### config.mk
export PLATFORM = sky130hd
export DESIGN_NAME = pc_fetch_unit_flat
export DESIGN_NICKNAME = d
export VERILOG_FILES = /design/src/rtl/pc_fetch_if.sv /design/src/rtl/pc_fetch_unit.sv /design/src/flat_wrapper.sv
export SDC_FILE = /design/constraint.sdc
export NUM_CORES = 1
export LEC_CHECK = 0
export BUFFER_PORTS_ARGS = -buffer_cell sky130_fd_sc_hd__buf_2
export CAP_MARGIN = 30
export CORE_ASPECT_RATIO = 1.1
export CORE_UTILIZATION = 46
export CTS_BUF_LIST = sky130_fd_sc_hd__clkbuf_4 sky130_fd_sc_hd__clkbuf_8 sky130_fd_sc_hd__clkbuf_16
export CTS_CLUSTER_SIZE = 14
export DETAILED_ROUTE_END_ITERATION = 16
export PLACE_DENSITY = 0.79
export SYNTH_ARGS = -nofsm -noshare
export SYNTH_HDL_FRONTEND = slang
export SYNTH_SLANG_ARGS = --single-unit
### constraint.sdc
create_clock -name clk -period 4.35 [get_ports clk]
set_input_delay 0.435 -clock clk [delete_from_list [all_inputs] [get_ports clk]]
set_output_delay 0.435 -clock clk [all_outputs]
set_load 0.05 [all_outputs]
### src/rtl/pc_fetch_if.sv
// Fetch-unit bus: redirect from the CPU, instruction-memory port and the
// instruction valid/ready handshake towards the CPU.
interface pc_fetch_if;
  logic        redirect_valid;
  logic [31:0] redirect_addr;
  logic        imem_req;
  logic [31:0] imem_addr;
  logic [31:0] imem_rdata;
  logic        inst_valid;
  logic [31:0] inst_o;
  logic [31:0] pc_o;
  logic        inst_ready;

  modport master (
    input  redirect_valid, redirect_addr, imem_rdata, inst_ready,
    output imem_req, imem_addr, inst_valid, inst_o, pc_o
  );

  modport slave (
    output redirect_valid, redirect_addr, imem_rdata, inst_ready,
    input  imem_req, imem_addr, inst_valid, inst_o, pc_o
  );
endinterface

### src/rtl/pc_fetch_unit.sv
// Instruction-fetch front end: owns the PC, issues sequential fetches to a
// one-cycle instruction memory and buffers {inst, pc} pairs for the CPU.
module pc_fetch_unit #(
  parameter logic [31:0] RESET_PC = 32'h0000_0000,
  parameter int          DEPTH    = 2
) (
  input  logic       clk,
  input  logic       rst,
  pc_fetch_if.master bus
);
  localparam int AW = $clog2(DEPTH);
  localparam int CW = AW + 1;
  localparam logic [CW:0] LIMIT = (CW+1)'(DEPTH);

  logic [31:0]   r_fetch_pc;
  logic [31:0]   r_req_addr;
  logic          r_inflight;
  logic          r_drop;
  logic [31:0]   r_mem_inst [DEPTH];
  logic [31:0]   r_mem_pc   [DEPTH];
  logic [AW-1:0] r_rptr;
  logic [AW-1:0] r_wptr;
  logic [CW-1:0] r_count;
  logic [31:0]   r_inst_o;
  logic [31:0]   r_pc_o;

  logic          w_valid;
  logic          w_pop;
  logic          w_push;
  logic          w_req;
  logic [CW:0]   w_used;
  logic [CW-1:0] w_count_nxt;
  logic [AW-1:0] w_rptr_nxt;
  logic [31:0]   w_head_inst;
  logic [31:0]   w_head_pc;

  assign w_valid = (r_count != '0);
  assign w_pop   = w_valid & bus.inst_ready & ~bus.redirect_valid;
  // A redirect flushes everything, including a response arriving this cycle.
  assign w_push  = r_inflight & ~r_drop & ~bus.redirect_valid;

  // Credits: buffered entries plus the one in flight, less what leaves now.
  assign w_used = {1'b0, r_count} + (CW+1)'(r_inflight) - (CW+1)'(w_pop);
  assign w_req  = ~rst & ~bus.redirect_valid & (w_used < LIMIT);

  assign w_count_nxt = r_count + CW'(w_push) - CW'(w_pop);
  assign w_rptr_nxt  = r_rptr + AW'(w_pop);

  // Next head of the FIFO; only the pushed word can land on an empty slot.
  always_comb begin
    w_head_inst = r_mem_inst[w_rptr_nxt];
    w_head_pc   = r_mem_pc[w_rptr_nxt];
    if (w_push && (r_wptr == w_rptr_nxt)) begin
      w_head_inst = bus.imem_rdata;
      w_head_pc   = r_req_addr;
    end
  end

  always_ff @(posedge clk or posedge rst) begin
    if (rst) begin
      r_fetch_pc <= RESET_PC;
      r_req_addr <= '0;
      r_inflight <= 1'b0;
      r_drop     <= 1'b0;
      r_rptr     <= '0;
      r_wptr     <= '0;
      r_count    <= '0;
      r_inst_o   <= '0;
      r_pc_o     <= '0;
    end else begin
      r_inflight <= w_req;
      r_drop     <= bus.redirect_valid & r_inflight;
      if (w_req) begin
        r_req_addr <= r_fetch_pc;
        r_fetch_pc <= r_fetch_pc + 32'd4;
      end
      if (bus.redirect_valid) begin
        r_fetch_pc <= {bus.redirect_addr[31:2], 2'b00};
        r_rptr     <= '0;
        r_wptr     <= '0;
        r_count    <= '0;
      end else begin
        if (w_push) r_wptr <= r_wptr + AW'(1);
        r_rptr  <= w_rptr_nxt;
        r_count <= w_count_nxt;
        // Outputs hold their last value while the FIFO is empty.
        if (w_count_nxt != '0) begin
          r_inst_o <= w_head_inst;
          r_pc_o   <= w_head_pc;
        end
      end
    end
  end

  always_ff @(posedge clk) begin
    if (w_push) begin
      r_mem_inst[r_wptr] <= bus.imem_rdata;
      r_mem_pc[r_wptr]   <= r_req_addr;
    end
  end

  assign bus.imem_req   = w_req;
  assign bus.imem_addr  = r_fetch_pc;
  assign bus.inst_valid = w_valid;
  assign bus.inst_o     = r_inst_o;
  assign bus.pc_o       = r_pc_o;
endmodule

### src/flat_wrapper.sv
// flat-port wrapper written by rule: the top's interface ports become plain ports
module pc_fetch_unit_flat 
#(
  parameter logic [31:0] RESET_PC = 32'h0000_0000,
  parameter int          DEPTH    = 2
)
  (clk, rst, bus_redirect_valid, bus_redirect_addr, bus_imem_rdata, bus_inst_ready, bus_imem_req, bus_imem_addr, bus_inst_valid, bus_inst_o, bus_pc_o);
  pc_fetch_if bus_i ();
  input  logic clk;
  input  logic rst;
  input wire logic [$bits(bus_i.redirect_valid)-1:0] bus_redirect_valid;
  input wire logic [$bits(bus_i.redirect_addr)-1:0] bus_redirect_addr;
  input wire logic [$bits(bus_i.imem_rdata)-1:0] bus_imem_rdata;
  input wire logic [$bits(bus_i.inst_ready)-1:0] bus_inst_ready;
  output wire logic [$bits(bus_i.imem_req)-1:0] bus_imem_req;
  output wire logic [$bits(bus_i.imem_addr)-1:0] bus_imem_addr;
  output wire logic [$bits(bus_i.inst_valid)-1:0] bus_inst_valid;
  output wire logic [$bits(bus_i.inst_o)-1:0] bus_inst_o;
  output wire logic [$bits(bus_i.pc_o)-1:0] bus_pc_o;
  assign bus_i.redirect_valid = bus_redirect_valid;
  assign bus_i.redirect_addr = bus_redirect_addr;
  assign bus_i.imem_rdata = bus_imem_rdata;
  assign bus_i.inst_ready = bus_inst_ready;
  assign bus_imem_req = bus_i.imem_req;
  assign bus_imem_addr = bus_i.imem_addr;
  assign bus_inst_valid = bus_i.inst_valid;
  assign bus_inst_o = bus_i.inst_o;
  assign bus_pc_o = bus_i.pc_o;
  pc_fetch_unit #(.RESET_PC(RESET_PC), .DEPTH(DEPTH)) u_core (.clk(clk), .rst(rst), .bus(bus_i));
endmodule
==> impl_results.md <==
- Status: finished clean
- Multiplexer share of the synthesized area: 3.17%
- Layout cells sized above 1: 38.5%
- WP data required: 3.91 ns
- Slew Limit Headroom: 38.4%
- Port Buffer Count: 159
- Gate Count Post-Synth: 864
- Largest net degree at the start of global routing: 125
- Minimum clock period: 3.74 ns
- Synth warn: 0
- Post-synth EDFFs: 124
- Primary FF master, synth: dfrtp_1
- Worst path bufs/invs: 3
- Commonest non-fill, non-tap cell in the layout: buf_2
- Delay-heaviest family, CP: simple AND/OR/NAND/NOR gates
- First-pass GRT wire length: 41.8 mm
- Max VDD drop: 0.000327 V
- Critical path class: register to output pin
- Final WL: 25.9 mm
- GP Congestion: 0.807
- GRT Total Usage: 20.2%
- P_leak: 5.48 nW
- Post-Place Worst Slack: 1.01 ns
- Hold Path Class: input pin to register
- Post-Syn Area: 11700 um^2
- CTS buffer count: 26
- DR vias: 7590
- # clock sinks: 252
- Final hold vios: 0
- Endpoints failing setup: 0
- Fmax: 267 MHz
- Largest family of logic cells by synthesized area: compound AO/OA/AOI/OAI gates
- Mapped Avg Cell Area: 13.5 um^2
- Initial antenna violation count: 1
- DP Wirelength: 15.8 mm
- Initial DRC Count: 428
- Total gr overflow: 0
- CTS root buf: clkbuf_16
- Post_cts resized: 0
- Sum Neg Setup Slack: 0 ns
- Full die area: 26000 um^2
- Final worst-path cycle share: 85.9%
- Max cap viols: 0
- Worst-skew pair later-pin latency: 0.53 ns
- Yosys cell types: 51
- Layout area overhead: 15.7%
- Max clock buf depth: 3
- CP cell instances: nor2_1 > nor3_1 > fa_1 > nor2b_1 > nand3_1 > inv_1 > buf_4 > buf_2
- CTS tree: done
- Vias in the first global route: 7640
- Pwr Density: 542 nW/um^2
- Async SR Flop Fraction: 50.8%
- FF+latch count, synth: 252
- Post-synthesis sequential area ratio: 59.4%
- Via-to-Cell Ratio: 5.71
- FP Rows: 60
- Starting density of the core: 47.2%
- Setup Skew: 0.0113 ns
- # DRC: 0
- Die Ht: 169 um
- CP max stage delay: 0.55 ns
- Post-Synth Adder-Cell Area: 0.386%
- DRT antenna net count: 0
- Clk slew on worst S/H paths: 0.06 ns
- Worst Setup End Kind: output pin
- Post-route setup slack: 0.612 ns
- CP max FO: 11
- Boundary Pins: 166
- Final number of max-transition violations: 0
- Area fraction in compound gates after synthesis: 16.3%
- Tightest Pin Transition: 0.924 ns
- Die span in x: 154 um
- Routed len/inst: 19.4 um
- Simple-gate share of the synthesized area: 13.5%
- Unrepaired setup endpoints after global routing: no
- Synth Area in XOR/XNOR: 2.56%
- Most frequent cells in the layout: buf_2 (159), dfrtp_1 (128), edfxtp_1 (124), nand2_1 (105), nor3_1 (67)
- CP startpoint kind: register
- Postcts setup bufs: 0
- Core Area: 24700 um^2
- Number of nets in the layout: 1070
- Crit path DAT: 3.30 ns
- H-Tree Level Count: 1
- Initial DRT Pass Iterations: 5
- Cell with the largest stage delay on the worst path: fa_1
-- metrics by stage --
| step | instances | hold WS, ns | utilization [%] | power [mW] | area (um^2) |
|---|---|---|---|---|---|
| finish | 1330 | 0.109 | 54.7 | 7.32 | 13500 |
| global route | 1330 | 0.0991 | 54.7 | 7.61 | 13500 |
| CTS | 1327 | 0.0937 | 54.5 | 7.38 | 13500 |
| detailed placement | 1279 | 0.465 | 50.8 | 5.04 | 12500 |
| global placement | 1277 | 0.456 | 50.6 | 4.99 | 12500 |
| floorplan | 867 | 0.460 | - | 4.56 | 11700 |
-- final timing paths --
check,slack [ns],startpoint,cells after the start,endpoint
worst max-delay path,0.61,u_core.r_count[1]$_DFF_PP0_,8,bus_imem_req
worst min-delay path,0.11,bus_redirect_addr[13],3,u_core.bus.imem_addr[13]$_DFFE_PP0P_
min in group asynchronous,0.43,rst,3,u_core.bus.imem_addr[17]$_DFFE_PP0P_
worst max register to register,1.18,u_core.r_count[1]$_DFF_PP0_,8,u_core.bus.imem_addr[24]$_DFFE_PP0P_
worst min register to register,0.47,u_core.bus.inst_o[14]$_DFFE_PP0P_,2,u_core.bus.inst_o[14]$_DFFE_PP0P_
max in group asynchronous,2.79,rst,5,u_core.r_req_addr[10]$_DFFE_PP0P_
-- where the power goes --
part / total, mW / internal (mW) / switching, mW
combinational: 1.89 / 0.509 / 1.38
sequential: 3.10 / 2.86 / 0.235
clock: 2.34 / 1.43 / 0.911
total: 7.32 / 4.80 / 2.52
-- synthesized netlist by cell type (3+ instances only) --
master / count / area share, %
dfrtp_1: 128 / 27
edfxtp_1: 124 / 32
nand2_1: 106 / 3.4
nor3_1: 67 / 2.9
and3_1: 62 / 3.3
a221oi_2: 60 / 7.7
o31ai_2: 60 / 6.4
clkbuf_1: 36 / 1.2
mux2_2: 32 / 3.1
o21ai_0: 27 / 1.2
xnor2_1: 20 / 1.5
buf_6: 15 / 1.4
nand4_1: 14 / 0.75
nand3_1: 11 / 0.47
nor2_1: 10 / 0.32
xor2_1: 9 / 0.68
buf_2: 7 / 0.30
buf_4: 7 / 0.45
nor4_1: 7 / 0.38
and4_1: 6 / 0.45
buf_12: 6 / 1.0
inv_1: 6 / 0.19
and2_1: 4 / 0.21
and3_4: 3 / 0.29
nor2b_1: 3 / 0.16
or4_1: 3 / 0.19
-- metal layers --
| layer | track usage, % | share of wire, % |
|---|---|---|
| met2 | 33.6 | 48 |
| met1 | 27.9 | 45 |
| met5 | 0 | 0 |
| met3 | 2.56 | 4.9 |
| met4 | 5.52 | 1.8 |
-- logic make-up (layout without fill, tap and decap cells) --
family          count (synthesis)  in the layout
simple gates                  304            304
fa+ha+maj                       3              3
xor+xnor                       31             31
compound gates                159            159
flops                         252            252
other cells                     1              5
buf+inv                        81            233
mux                            33             33
-- cell type report --
type / count / area (um^2)
fillers: 2037 / 11200
flip-flops and latches: 252 / 6930
multi-input cells: 534 / 4230
repair buffers: 177 / 1010
clock buffers: 38 / 783
well taps: 310 / 388
clock inverters: 10 / 131
inverters: 8 / 37.5
diodes: 1 / 2.50
-- worst reg2reg max path: stages (launching register included) --
cell and delay [ns]:
dfrtp_1 0.47, nor2_1 0.39, nor3_1 0.14, fa_1 0.55, nor2b_1 0.40, nand4_2 0.35, nor4_1 0.47, xnor2_1 0.17
o21ai_0 0.09
-- flip-flops by register name, indices dropped and copies added, names as in the netlist --
| signal | cells |
|---|---|
| u_core.r_drop | 1 |
| u_core.bus.pc_o | 30 |
| u_core.r_mem_inst | 64 |
| u_core.bus.imem_addr | 30 |
| u_core.r_rptr | 1 |
| u_core.r_mem_pc | 60 |
| u_core.r_inflight | 1 |
| u_core.r_count | 2 |
| u_core.r_wptr | 1 |
| u_core.r_req_addr | 30 |
| u_core.bus.inst_o | 32 |
-- timing repair --
item / CTS / global route
hold buffers: 0 / 1
endpoints found under the hold margin: 0 / 31
endpoints found under the setup margin: 0 / 0
No activity file was read; power rests on OpenSTA's default activity.
